## src/rtl/nes_bus_pkg.sv

```systemverilog
// Shared CPU-bus types and constants for the NES memory-map agents (sprite DMA, bus mux).
package nes_bus_pkg;

    localparam int NES_ADDR_W = 16;
    localparam int NES_DATA_W = 8;

    typedef logic [NES_ADDR_W-1:0] nes_addr_t;
    typedef logic [NES_DATA_W-1:0] nes_data_t;

    localparam nes_addr_t NES_OAM_DMA_ADDR = 16'h4014;
    localparam nes_addr_t NES_OAMDATA_ADDR = 16'h2004;

    typedef enum logic [2:0] {
        IDLE,
        HALT,
        ALIGN,
        READ,
        WRITE
    } oam_dma_state_e;

    // One master's view of the downstream bus.
    typedef struct packed {
        nes_addr_t addr;
        nes_data_t wdata;
        logic      ren;
        logic      wen;
    } bus_req_t;

endpackage

```

## src/rtl/nes_bus_mux.sv

```systemverilog
// 2:1 bus master mux: the CPU owns the memory map unless the DMA engine is active.
module nes_bus_mux
    import nes_bus_pkg::*;
(
    input  logic     sel_dma_i,
    input  bus_req_t cpu_req_i,
    input  bus_req_t dma_req_i,
    output bus_req_t bus_req_o
);

    assign bus_req_o = sel_dma_i ? dma_req_i : cpu_req_i;

endmodule

```

## src/rtl/nes_oam_dma.sv

```systemverilog
// Sprite DMA agent between the 6502 core and the memory map; a write to $4014 copies a page to OAMDATA.
// Optional feature: define OAM_DMA_ALIGN_EN to add the odd-cycle ALIGN penalty (parity tracking).
module nes_oam_dma
    import nes_bus_pkg::*;
#(
    parameter nes_addr_t DMA_REG_ADDR  = NES_OAM_DMA_ADDR,
    parameter nes_addr_t OAM_DATA_ADDR = NES_OAMDATA_ADDR,
    parameter int        XFER_LEN      = 256
) (
    input  logic        clk,
    input  logic        rst,
    input  logic        cpu_cyc_en,
    input  logic [15:0] cpu_addr_out,
    input  logic [7:0]  cpu_data_out,
    input  logic        cpu_ren,
    input  logic        cpu_wen,
    output logic [7:0]  cpu_data_in,
    output logic        rdy,
    output logic [15:0] bus_addr,
    output logic [7:0]  bus_wdata,
    output logic        bus_ren,
    output logic        bus_wen,
    input  logic [7:0]  bus_rdata,
    output logic        dma_busy
);

    localparam logic [7:0] LAST_IDX = 8'(XFER_LEN - 1);

    oam_dma_state_e state_q;
    nes_data_t      page_q;
    logic [7:0]     idx_q;
    nes_data_t      latch_q;
    logic           rdy_q;
    logic           busy_q;
`ifdef OAM_DMA_ALIGN_EN
    logic           parity_q;
`endif

    bus_req_t cpu_req;
    bus_req_t dma_req;
    bus_req_t bus_req;

    always_ff @(posedge clk) begin
        if (rst) begin
            state_q  <= IDLE;
            page_q   <= '0;
            idx_q    <= '0;
            latch_q  <= '0;
            rdy_q    <= 1'b1;
            busy_q   <= 1'b0;
`ifdef OAM_DMA_ALIGN_EN
            parity_q <= 1'b0;
`endif
        end else if (cpu_cyc_en) begin
`ifdef OAM_DMA_ALIGN_EN
            parity_q <= ~parity_q;
`endif
            case (state_q)
                IDLE: begin
                    if (cpu_wen && (cpu_addr_out == DMA_REG_ADDR)) begin
                        page_q  <= cpu_data_out;
                        idx_q   <= '0;
                        rdy_q   <= 1'b0;
                        busy_q  <= 1'b1;
                        state_q <= HALT;
                    end
                end
                HALT: begin
`ifdef OAM_DMA_ALIGN_EN
                    state_q <= parity_q ? ALIGN : READ;
`else
                    state_q <= READ;
`endif
                end
                ALIGN: state_q <= READ;
                READ: begin
                    latch_q <= bus_rdata;
                    state_q <= WRITE;
                end
                WRITE: begin
                    idx_q <= idx_q + 8'd1;
                    if (idx_q == LAST_IDX) begin
                        rdy_q   <= 1'b1;
                        busy_q  <= 1'b0;
                        state_q <= IDLE;
                    end else begin
                        state_q <= READ;
                    end
                end
                default: begin
                    rdy_q   <= 1'b1;
                    busy_q  <= 1'b0;
                    state_q <= IDLE;
                end
            endcase
        end
    end

    // HALT and ALIGN keep the DMA as master with both strobes low so the CPU is fully cut off.
    always_comb begin
        dma_req = '{addr: {page_q, idx_q}, wdata: latch_q, ren: 1'b0, wen: 1'b0};
        case (state_q)
            READ:  dma_req.ren = 1'b1;
            WRITE: begin
                dma_req.addr = OAM_DATA_ADDR;
                dma_req.wen  = 1'b1;
            end
            default: ;
        endcase
    end

    assign cpu_req = '{addr: cpu_addr_out, wdata: cpu_data_out, ren: cpu_ren, wen: cpu_wen};

    nes_bus_mux u_bus_mux (
        .sel_dma_i (busy_q),
        .cpu_req_i (cpu_req),
        .dma_req_i (dma_req),
        .bus_req_o (bus_req)
    );

    assign bus_addr    = bus_req.addr;
    assign bus_wdata   = bus_req.wdata;
    assign bus_ren     = bus_req.ren;
    assign bus_wen     = bus_req.wen;
    assign cpu_data_in = bus_rdata;
    assign rdy         = rdy_q;
    assign dma_busy    = busy_q;

endmodule

```

## config.mk

```make
export PLATFORM = sky130hd
export DESIGN_NAME = nes_oam_dma
export DESIGN_NICKNAME = d
export VERILOG_FILES = /design/src/rtl/nes_bus_pkg.sv /design/src/rtl/nes_bus_mux.sv /design/src/rtl/nes_oam_dma.sv
export SDC_FILE = /design/constraint.sdc
export NUM_CORES = 1
export LEC_CHECK = 0
export BUFFER_PORTS_ARGS = -buffer_cell sky130_fd_sc_hd__buf_2
export CAP_MARGIN = 20
export CORE_ASPECT_RATIO = 1.4
export CORE_MARGIN = 2
export CORE_UTILIZATION = 30
export CTS_BUF_LIST = sky130_fd_sc_hd__clkbuf_8
export DETAILED_ROUTE_END_ITERATION = 16
export HOLD_SLACK_MARGIN = 0.12
export PLACE_DENSITY = 0.55
export SYNTH_ARGS = -nofsm -noshare
export SYNTH_HDL_FRONTEND = slang
export SYNTH_SLANG_ARGS = --single-unit
```

## constraint.sdc

```tcl
create_clock -name clk -period 4.4 [get_ports clk]
set_input_delay 1.32 -clock clk [delete_from_list [all_inputs] [get_ports clk]]
set_output_delay 1.32 -clock clk [all_outputs]
set_load 0.1 [all_outputs]
```

Yosys cells after proc, flatten, opt, wreduce, memory -nomap -nowiden

Index checks and enable logic that the tools add are counted.
W data, S select, Z words.

Add/subtract/negate cells: 1
Equality and inequality tests: 8
Mux-type cells: 15
Bitwise gates (word level): 1
Reductions and logical operators: 10

Operators by type and width:

| operator               | number |
|---|---|
| $mux W26               | 1 |
| $eq A16 B15 Y1 const B | 1 |
| $mux W16               | 1 |
| $pmux W8 S2            | 1 |
| $pmux W3 S4            | 1 |
| $add A8 B1 Y8 const B  | 1 |
| $eq A8 B8 Y1 const B   | 1 |
| $mux W8                | 1 |
| $eq A3 B2 Y1 const B   | 2 |
| $mux W1                | 6 |
| $pmux W1 S3            | 2 |
| $reduce_and A3 Y1      | 2 |
| $ne A2 B2 Y1 const B   | 2 |
| $reduce_and A2 Y1      | 2 |
| $reduce_and A4 Y1      | 1 |
| $eq A3 B1 Y1 const B   | 1 |
| $eq A3 B3 Y1 const B   | 1 |
| $logic_not A3 Y1       | 1 |
| $mux W3                | 1 |
| $reduce_or A3 Y1       | 1 |
| $mux W2                | 1 |
| $reduce_bool A2 Y1     | 1 |
| $reduce_or A2 Y1       | 1 |
| $logic_and A1 B1 Y1    | 1 |
| $not A1 Y1             | 1 |

Flip-flop bits (word level): 29
Bits of input ports: 37
Output and inout port bits: 36
Logic and storage cells: 41

Depth between registers and ports, before layout

Gate-level depths: netlist of run 1.

Word-level depth: 4
Gate-level depth with buffers: 6

Modules after synthesis

Synthesis of run 1 repeated with hierarchy kept, for this count alone.

Cells, all modules: 233
Area total of the unflattened synthesis: 2039.5 µm²

By module, submodules not included:

| module      | instances | cells each | area each (µm²) |
|---|---|---|---|
| nes_oam_dma | 1         | 204        | 1620.3 |
| nes_bus_mux | 1         | 29         | 419.2 |

Worst setup path after synthesis of run 1

OpenSTA, ideal clock, no wires.

Kind: input-to-output
Start: input cpu_addr_out[0]
End: output bus_addr[0]
Arrival time: 3.442 ns
Data required time: 3.080 ns
Setup slack: -0.362 ns
Stages: 2
Buffers on the path: 0
Cell sequence: inv_1 > o21ai_0

Word-level cells in the longest chain between the ends: 1

RTL lines:

| item        | line              | text |
|---|---|---|
| from (decl) | nes_oam_dma.sv:13 | `input logic [15:0] cpu_addr_out,` |
| $mux W26    | nes_bus_mux.sv:11 | `assign bus_req_o = sel_dma_i ? dma_req_i : cpu_req_i;` |
| to (decl)   | nes_oam_dma.sv:19 | `output logic [15:0] bus_addr,` |

Every way passes these cells.

Worst setup path in the final report of run 1

Start: register busy_q, in the netlist dma_busy
End: output bus_addr[6]

Word-level cells in the longest chain between the ends: 1

RTL lines:

| item                   | line              | text |
|---|---|---|
| from (decl)            | nes_oam_dma.sv:34 | `logic busy_q;` |
| from (signal assigned) | nes_oam_dma.sv:50 | `busy_q <= 1'b0;` |
| from (signal assigned) | nes_oam_dma.sv:64 | `busy_q <= 1'b1;` |
| from (signal assigned) | nes_oam_dma.sv:84 | `busy_q <= 1'b0;` |
| $mux W26               | nes_bus_mux.sv:11 |  |

Every way passes these cells.

==> results.py, run 1 <==
metrics = {
    "clocking": {
        "hold_buffers": 0,
        "cts_max_level": 2,
        "clk_latency_ns": 0.28,
        "post_cts_buffers": 0,
        "cts_resized": 0,
        "cts_root_buf": "clkbuf_8",
        "cts_tree": "yes",
        "clock_sinks": 29,
        "path_clk_slew_ns": 0.06,
        "numCtsBuffers": 5,
        "clock_path_buffers": 2,
    },
    "floorplan": {
        "ioPinCount": 73,
        "die_h_um": 98.6,
        "die_width_um": 71.6,
        "initial_core_util_pct": 30.9,
        "dieArea_um2": 7060,
        "placement_rows": 34,
        "core_area_um2": 6210,
    },
    "final_layout": {
        "final_cell_count_no_fill": 366,
        "drive_gt1_share_pct": 35.4,
        "n_antenna_cell": 0,
        "nets": 332,
        "syn_to_final_growth_pct": 21.0,
    },
    "grt": {
        "met1_usage_pct": 17.5,
        "grtUsageMet3_pct": 2.76,
        "antenna_found_initial": 0,
        "grt_use_total_pct": 13.8,
        "grt_first_pass_wirelength_mm": 7.95,
        "grt_pass1_vias": 1710,
        "grt.busiest_layer": "met2",
        "grt_overflow": 0,
        "grt_start_max_net_pins": 39,
        "grt_util_met2_pct": 23.8,
    },
    "min_path": {
        "hold_path_class": "reg2reg",
    },
    "synth": {
        "ys_seq_area_share_pct": 30.2,
        "synth_area_per_cell_um2": 8.06,
        "ys_ff_latch": 29,
        "ys.flop_type": "dfxtp_1",
        "synth-async-reset-ratio_pct": 0,
        "yosysWarnings": 0,
        "synthCells": 238,
        "synth_edf_count": 0,
        "synth_fp_nets": 276,
        "synthDistinctLibCells": 46,
        "synth_area_um2": 1920,
    },
    "routing": {
        "vias_per_cell": 4.87,
        "vias": 1782,
        "drt_iter0_drc": 40,
        "finalWirelength_mm": 4.73,
        "drc_errors": 0,
        "post_drt_wl_per_cell_um": 12.9,
        "final_antenna_net_count": 0,
        "drt_pass1_iterations": 4,
    },
    "sta": {
        "hold_violations": 0,
        "finClkSkew_ns": 0.00468,
        "slew_headroom_pct": 46.4,
        "max_freq_mhz": 276,
        "setup_tns_ns": 0,
        "setup_viol": 0,
        "grt_setup_unrepaired": "false",
        "worstMarginPinSlew_ns": 0.799,
        "fin_hold_ws_ns": 0.451,
        "fin_crit_sh_pct": 82.5,
        "min_period_ns": 3.63,
        "drv_slew": 0,
    },
    "setup_path": {
        "end_kind": "primary output",
        "critPathSlowestCell": "a21boi_2",
        "critPathArrivalTime_ns": 2.31,
        "cpPeakStageDelay_ns": 0.71,
        "critPathLaunchType": "flop",
        "path_cells": "buf_4 -> a21boi_2 -> nand2_1 -> o21ai_1 -> buf_2",
        "critPathRequiredTime_ns": 3.08,
        "crit_fanout": 30,
        "setup.worst_path.class": "reg2out",
    },
    "placement": {
        "place.gp.congestion": 0.788,
        "hpwl_mm": 3.63,
        "dp_cells": 359,
        "port_buffers": 72,
    },
    "status": {
        "status": "completed",
    },
    "job": {
        "max_cap_violations": 0,
    },
    "power": {
        "powerDensity_nw_per_um2": 289,
        "p_leak_nw": 0.952,
        "p_total_w": 0.000671,
        "ir_drop_v": 0.000201,
    },
}
## synth_stat cells (all sizes together) (2+ instances only)
| cell type | count | area share (%) |
|---|---|---|
| nand2 | 38 | 7.6 |
| dfxtp | 29 | 30 |
| o21ai | 23 | 6.2 |
| inv | 21 | 4.1 |
| nand2b | 19 | 6.2 |
| buf | 16 | 6.1 |
| a21oi | 15 | 3.9 |
| mux2 | 10 | 5.9 |
| clkbuf | 8 | 1.6 |
| mux2i | 8 | 4.2 |
| nor2 | 7 | 1.4 |
| nand3 | 5 | 1.3 |
| a31oi | 4 | 1.3 |
| nor4b | 4 | 4.2 |
| nor3 | 3 | 2.0 |
| o211ai | 3 | 1.2 |
| a311oi | 2 | 1.2 |
| nand4 | 2 | 1.4 |
| nor3b | 2 | 1.4 |
| o21a | 2 | 0.78 |
| or3 | 2 | 0.65 |
## state kept, by name, summed over array words and instances (netlist names)
| signal | flops |
|---|---|
| page_q | 8 |
| rdy | 1 |
| dma_busy | 1 |
| idx_q | 8 |
| latch_q | 8 |
| state_q | 3 |
## through the flow
stage | utilization, % | setup slack, ns | instance area (um^2)
after floorplan | - | 0.395 | 1930
after global placement | 36.0 | 1.02 | 2240
after detailed placement | 36.0 | 1.03 | 2240
after CTS | 37.4 | 0.738 | 2320
after global routing | 37.4 | 0.558 | 2320
final | 37.4 | 0.771 | 2320
## path summary, 6_finish.rpt
check | cells after the start | endpoint | from | slack [ns]
worst min register to register | 2 | latch_q[6]$_SDFFE_PP0P_ | latch_q[6]$_SDFFE_PP0P_ | 0.45
worst max-delay path | 5 | bus_addr[6] | dma_busy$_SDFFE_PP0P_ | 0.77
worst max register to register | 4 | idx_q[7]$_SDFFE_PP0P_ | state_q[2]$_SDFFE_PP0P_ | 2.40
worst min-delay path | 2 | latch_q[6]$_SDFFE_PP0P_ | latch_q[6]$_SDFFE_PP0P_ | 0.45
## cells in the final DEF, fill, tap and decap left out, types with 2 or more instances in the layout
| cell | count |
|---|---|
| a21oi_1 | 13 |
| a21oi_2 | 2 |
| a31oi_1 | 4 |
| buf_2 | 72 |
| clkbuf_8 | 6 |
| dfxtp_1 | 29 |
| inv_1 | 22 |
| mux2_2 | 10 |
| mux2i_1 | 8 |
| nand2_1 | 37 |
| nand2b_1 | 19 |
| nand3_1 | 5 |
| nor2_1 | 7 |
| nor3_4 | 2 |
| nor4b_4 | 3 |
| o211ai_1 | 3 |
| o21a_1 | 2 |
| o21ai_0 | 7 |
| o21ai_1 | 15 |
| or3_1 | 2 |
## layer usage
| layer | vias to the layer above | wire, um |
|---|---|---|
| met5 | - | 0 |
| met4 | 0 | 46 |
| met3 | 4 | 236 |
| met2 | 54 | 2340 |
| met1 | 806 | 2100 |
| li1 | 918 | - |
## cells by family (layout without fill, tap and decap cells)
family	after synthesis	count (layout)	synth area share (%)
AND/OR/NAND/NOR	88	88	28.7
AO/OA/AOI/OAI	57	57	18.4
buffers and inverters	45	101	11.9
flip-flops	29	29	30.2
multiplexers	18	18	10.0
adder cells (fa/ha/maj)	1	1	0.652
## report_power, final
group / switching, W / internal, W / total (W)
combinational: 0.000151 / 0.0000362 / 0.000187
clock: 0.0000998 / 0.000122 / 0.000221
sequential: 0.000000179 / 0.000263 / 0.000263
total: 0.000251 / 0.000420 / 0.000671
## layout make-up
type | instances | area [um^2]
fillers | 705 | 3890
multi-input cells | 164 | 1120
flip-flops and latches | 29 | 581
repair buffers | 73 | 368
well taps | 72 | 90.1
clock buffers | 6 | 82.6
inverters | 21 | 78.8
clock inverters | 1 | 3.75
## critical path: cells and delay by family, from the launching register on
family,cells,cell delay (ns)
AO/OA/AOI/OAI,2,0.83
flip-flops,1,0.31
buffers and inverters,2,0.75
AND/OR/NAND/NOR,1,0.13
Power figures use the tool's default switching activity.
==> run 2: changes to the inputs <==
--- a/config.mk
+++ b/config.mk
@@ -13,7 +13,7 @@
 export CTS_BUF_LIST = sky130_fd_sc_hd__clkbuf_8
 export DETAILED_ROUTE_END_ITERATION = 16
 export HOLD_SLACK_MARGIN = 0.12
-export PLACE_DENSITY = 0.55
+export PLACE_DENSITY = 0.57
 export SYNTH_ARGS = -nofsm -noshare
 export SYNTH_HDL_FRONTEND = slang
 export SYNTH_SLANG_ARGS = --single-unit
==> constraint.sdc (replaced) <==
create_clock -name clk -period 3.3 [get_ports clk]
set_input_delay 0.99 -clock clk [delete_from_list [all_inputs] [get_ports clk]]
set_output_delay 0.99 -clock clk [all_outputs]
set_load 0.1 [all_outputs]
==> run 2 against run 1 <==
Sequential power rose by 33%. Routed wire length rose by 0.66%. Non-clock buffer count rose by 3. Clock power rose by 34%. Combinational power rose by 51%. First-iteration DRC count rose by 35%. Largest cell class unchanged.
==> results.py, run 2 (same netlist as run 1, synthesis figures left out) <==
metrics = {
    "routing": {
        "drt_pass1_iterations": 4,
        "post_drt_wl_per_cell_um": 12.9,
        "vias": 1792,
        "final_antenna_net_count": 0,
        "finalWirelength_mm": 4.76,
        "drt_iter0_drc": 54,
        "vias_per_cell": 4.86,
        "drc_errors": 0,
    },
    "placement": {
        "placed_area_um2": 2470,
        "hpwl_mm": 3.64,
        "place_ws_ns": 0.628,
        "port_buffers": 72,
        "place.gp.congestion": 0.821,
    },
    "grt": {
        "grt_first_pass_wirelength_mm": 8.07,
        "grt_start_max_net_pins": 39,
        "grt_pass1_vias": 1682,
        "antenna_found_initial": 0,
        "grt_overflow": 0,
        "grt_use_total_pct": 14.4,
    },
    "setup_path": {
        "cpPeakStageDelay_ns": 0.47,
        "worst-path-stages": 6,
        "r2r_start": "state_q[1]$_SDFFE_PP0P_",
        "critPathRequiredTime_ns": 2.31,
        "critPathSlowestCell": "dfxtp_1",
        "path_buf_inv": 2,
        "critPathArrivalTime_ns": 1.87,
        "rr_worst_depth": 5,
        "path_cells": "nor2_1 -> a21boi_2 -> buf_4 -> nand2_1 -> o21ai_1 -> buf_12",
        "setup.worst_path.class": "reg2out",
        "reg2reg_to": "page_q[0]$_SDFFE_PP0P_",
        "end_kind": "primary output",
        "ff2ff_setup_slack_ns": 1.53,
        "crit_fanout": 12,
        "critPathTopFamily": "flip-flops",
        "critPathLaunchType": "flop",
    },
    "final_layout": {
        "drive_gt1_share_pct": 36.4,
        "syn_to_final_growth_pct": 33.3,
        "final_cell_mix": "buf_2 (58), nand2_1 (37), dfxtp_1 (29), inv_1 (22), nand2b_1 (19)",
        "n_antenna_cell": 0,
        "stdcell_area_um2": 2560,
        "final_common_cell": "buf_2",
        "reg.largest.list": "idx_q: 8 flops, latch_q: 8 flops, page_q: 8 flops",
        "fill_cells": 649,
        "nets": 335,
        "postLayoutCoreUtil_pct": 41.2,
    },
    "sta": {
        "slew_headroom_pct": 58.2,
        "finClkSkew_ns": 0.0112,
        "worstMarginPinSlew_ns": 0.625,
        "max_freq_mhz": 349,
        "setup_viol": 0,
        "grt_setup_unrepaired": "false",
        "finalWorstSetupSlack_ns": 0.436,
        "fin_crit_sh_pct": 86.8,
        "min_period_ns": 2.86,
        "hold_violations": 0,
        "drv_slew": 0,
    },
    "min_path": {
        "hold_path_class": "reg2reg",
        "holdPathStages": 2,
        "hold_end": "latch_q[1]$_SDFFE_PP0P_",
        "hp-start": "latch_q[1]$_SDFFE_PP0P_",
    },
    "power": {
        "p_total_w": 0.000929,
        "powerDensity_nw_per_um2": 363,
        "p_leak_nw": 1.05,
        "ir_drop_v": 0.000202,
    },
    "clocking": {
        "clock_sinks": 29,
        "hold_buffers": 0,
        "cts_resized": 0,
        "clk_latency_ns": 0.28,
        "cts_max_level": 2,
        "numCtsBuffers": 5,
        "cts_root_buf": "clkbuf_8",
        "clock_path_buffers": 2,
        "path_clk_slew_ns": 0.06,
        "cts_tree": "yes",
        "post_cts_buffers": 0,
    },
    "floorplan": {
        "placement_rows": 34,
        "ioPinCount": 73,
        "core_area_um2": 6210,
        "initial_core_util_pct": 30.9,
        "die_h_um": 98.6,
        "dieArea_um2": 7060,
        "die_width_um": 71.6,
    },
    "job": {
        "max_cap_violations": 0,
    },
    "status": {
        "status": "completed",
    },
}
run 2: per-stage QoR:
step	setup TNS (ns)	std cells	hold WS [ns]
after floorplan	-3.90	238	0.433
after global placement	0	362	0.440
after detailed placement	0	362	0.447
after CTS	0	369	0.455
after global routing	0	369	0.472
final	0	369	0.451
run 2: report_power, final:
part	switching, W	total, W	internal, W	leakage, nW
Clock	0.000134	0.000296	0.000162	0.0485
Combinational	0.000208	0.000283	0.0000757	0.764
Sequential	0.000000148	0.000350	0.000350	0.233
Total	0.000342	0.000929	0.000588	1.05
run 2: worst min-delay path: stages (launching register included):
cell and delay (ns):
dfxtp_1 0.30, nand2_1 0.05, a21oi_1 0.05
run 2: layout make-up:
cell class                      count  area [um^2]  area share (%)
Multi-Input combinational cell    164         1120            43.9
Sequential cell                    29          581            22.7
Timing Repair Buffer               76          601            23.5
Clock inverter                      1         3.75           0.147
Clock buffer                        6         82.6            3.23
Tap cell                           72         90.1            3.52
Inverter                           21         78.8            3.08
run 2: worst max-delay path by stage:
stage | slack (ns) | to | start
CTS | 0.38 | bus_addr[6] | state_q[0]$_SDFFE_PP0P_
floorplan | -0.25 | bus_addr[0] | dma_busy$_SDFFE_PP0P_
finish | 0.44 | bus_addr[6] | state_q[0]$_SDFFE_PP0P_
global route | 0.27 | bus_addr[6] | state_q[0]$_SDFFE_PP0P_
detailed placement | 0.63 | bus_addr[13] | cpu_addr_out[13]
global placement | 0.63 | bus_addr[13] | cpu_addr_out[13]
run 2: routing by layer:
layer	track usage [%]	vias to the layer above	routed length (um)
li1	-	919	-
met1	17.2	805	1960
met2	24.4	64	2380
met3	4.70	4	363
met4	4.35	0	50
met5	0	-	0
==> run 3: changes to the inputs <==
--- a/config.mk
+++ b/config.mk
@@ -12,6 +12,7 @@
 export CORE_UTILIZATION = 30
 export CTS_BUF_LIST = sky130_fd_sc_hd__clkbuf_8
 export DETAILED_ROUTE_END_ITERATION = 16
+export GPL_TIMING_DRIVEN = 0
 export HOLD_SLACK_MARGIN = 0.12
 export PLACE_DENSITY = 0.57
 export SYNTH_ARGS = -nofsm -noshare
==> run 3 against run 2 <==
Power increased by 7.6%. Register-to-register slack worse by 0.02 ns. Worst setup slack worse by 0.30 ns. Clock skew shrank 0.0043 ns. Worst hold slack better by 0.0027 ns. Final cell count is 5.1% higher. Clock power up 32%. Sequential cell count unchanged. Via count rose by 4.1%. Sequential power hardly changed. Utilization is 1.1 points lower. Critical path type unchanged. Highest routed layer unchanged.
==> results.py, run 3 (same netlist as run 1, synthesis figures left out) <==
metrics = {
    "sta": {
        "hold_violations": 0,
        "grt_setup_unrepaired": "false",
        "fin_hold_ws_ns": 0.454,
        "slew_headroom_pct": 61.6,
        "finClkSkew_ns": 0.00694,
        "drv_slew": 0,
        "max_freq_mhz": 316,
        "finalWorstSetupSlack_ns": 0.133,
        "setup_tns_ns": 0,
        "fin_crit_sh_pct": 96.0,
        "setup_viol": 0,
        "worstMarginPinSlew_ns": 0.576,
        "min_period_ns": 3.17,
    },
    "grt": {
        "grt.busiest_layer": "met2",
        "grt_use_total_pct": 15.2,
        "grtUsageMet3_pct": 3.58,
        "grt_util_met2_pct": 26.4,
        "met1_usage_pct": 18.4,
        "grt_first_pass_wirelength_mm": 8.54,
        "grt_overflow": 0,
        "antenna_found_initial": 0,
        "grt_pass1_vias": 1849,
        "grt_start_max_net_pins": 11,
    },
    "final_layout": {
        "n_antenna_cell": 0,
        "stdcell_area_um2": 2490,
        "reg.largest.list": "idx_q: 8 flops, latch_q: 8 flops, page_q: 8 flops",
        "final_cell_mix": "buf_2 (74), nand2_1 (37), dfxtp_1 (29), inv_1 (21), nand2b_1 (19)",
        "drive_gt1_share_pct": 38.3,
        "final_cell_count_no_fill": 388,
        "syn_to_final_growth_pct": 29.8,
        "final_common_cell": "buf_2",
        "nets": 353,
    },
    "routing": {
        "vias_per_cell": 4.81,
        "vias": 1865,
        "drt_iter0_drc": 102,
        "drt_pass1_iterations": 4,
        "final_antenna_net_count": 0,
        "post_drt_wl_per_cell_um": 13.2,
        "finalWirelength_mm": 5.13,
        "drc_errors": 0,
    },
    "placement": {
        "placed_area_um2": 2370,
        "place_ws_ns": 0.407,
        "place.gp.congestion": 0.861,
        "dp_cells": 380,
        "hpwl_mm": 4.04,
        "port_buffers": 70,
    },
    "power": {
        "powerDensity_nw_per_um2": 401,
        "ir_drop_v": 0.000253,
        "p_leak_nw": 1.04,
    },
    "setup_path": {
        "critPathSlowestCell": "dfxtp_1",
        "critPathRequiredTime_ns": 2.31,
        "path_cells": "nor2_1 -> a21boi_2 -> buf_2 -> nand2_1 -> o21ai_1 -> buf_2",
        "reg2reg_to": "idx_q[6]$_SDFFE_PP0P_",
        "critPathLaunchType": "flop",
        "cp_common_cell": "buf_2",
        "setup.worst_path.class": "reg2out",
        "crit_fanout": 10,
        "cpPeakStageDelay_ns": 0.48,
        "rr_worst_depth": 5,
        "ff2ff_setup_slack_ns": 1.51,
        "crit_end": "bus_addr[12]",
        "end_kind": "primary output",
        "crit_start": "state_q[0]$_SDFFE_PP0P_",
        "r2r_start": "idx_q[0]$_SDFFE_PP0P_",
        "critPathArrivalTime_ns": 2.18,
    },
    "floorplan": {
        "initial_core_util_pct": 30.9,
        "dieArea_um2": 7060,
        "die_width_um": 71.6,
        "ioPinCount": 73,
        "die_h_um": 98.6,
        "placement_rows": 34,
        "core_area_um2": 6210,
    },
    "clocking": {
        "path_clk_slew_ns": 0.07,
        "cts_tree": "yes",
        "clock_path_buffers": 2,
        "post_cts_buffers": 0,
        "cts_resized": 0,
        "cts_root_buf": "clkbuf_8",
        "hold_buffers": 0,
        "clk_latency_ns": 0.28,
        "cts_max_level": 2,
        "clock_sinks": 29,
        "numCtsBuffers": 5,
    },
    "job": {
        "max_cap_violations": 0,
    },
    "min_path": {
        "hold_path_class": "reg2reg",
    },
    "status": {
        "status": "completed",
    },
}
## run 3: cell count changes in the layout (fill, tap and decap cells not counted), moves of 2 or more
cell	change
buf_2	+16
clkbuf_1	+7
buf_12	-14
buf_4	+6
buf_6	+2
## run 3: area by class of cell
cell class,count,area [um^2]
fillers,659,3720
multi-input cells,164,1120
flip-flops and latches,29,581
repair buffers,70,350
plain buffers,24,149
well taps,72,90.1
clock buffers,6,82.6
inverters,21,78.8
clock inverters,2,37.5
## run 3: stage by stage
step	utilization, %	power, W
after floorplan	-	0.000564
after global placement	38.2	0.000619
after detailed placement	38.2	0.000619
after CTS	40.1	0.00101
after global routing	40.1	0.00104
final	40.1	0.00100
## run 3: worst min-delay path by stage
stage                                        from                       to  depth (start not counted)  slack [ns]
final                     latch_q[5]$_SDFFE_PP0P_  latch_q[5]$_SDFFE_PP0P_                          2        0.45
after global routing      latch_q[2]$_SDFFE_PP0P_  latch_q[2]$_SDFFE_PP0P_                          2        0.48
after CTS                 latch_q[3]$_SDFFE_PP0P_  latch_q[3]$_SDFFE_PP0P_                          2        0.46
after detailed placement  latch_q[3]$_SDFFE_PP0P_  latch_q[3]$_SDFFE_PP0P_                          2        0.45
after global placement    latch_q[3]$_SDFFE_PP0P_  latch_q[3]$_SDFFE_PP0P_                          2        0.44
after floorplan           latch_q[0]$_SDFFE_PP0P_  latch_q[0]$_SDFFE_PP0P_                          2        0.43
## run 3: worst max-delay path, delay by kind of cell (launching register included)
kind | cells | cell delay (ns)
buf+inv | 2 | 0.75
compound gates | 2 | 0.43
flops | 1 | 0.48
simple gates | 2 | 0.23
## run 3: per-layer routing
metal  wire length [um]  up-vias
met1               2210      837
met5                  0        -
met2               2540       65
li1                   -      957
met4                 68        0
met3                302        6
## run 3: where the power goes
| part | leakage, nW | switching (W) | internal (W) |
|---|---|---|---|
| Sequential | 0.233 | 0.000000148 | 0.000350 |
| Combinational | 0.753 | 0.000205 | 0.0000551 |
| Clock | 0.0574 | 0.000145 | 0.000245 |
| Total | 1.04 | 0.000350 | 0.000650 |
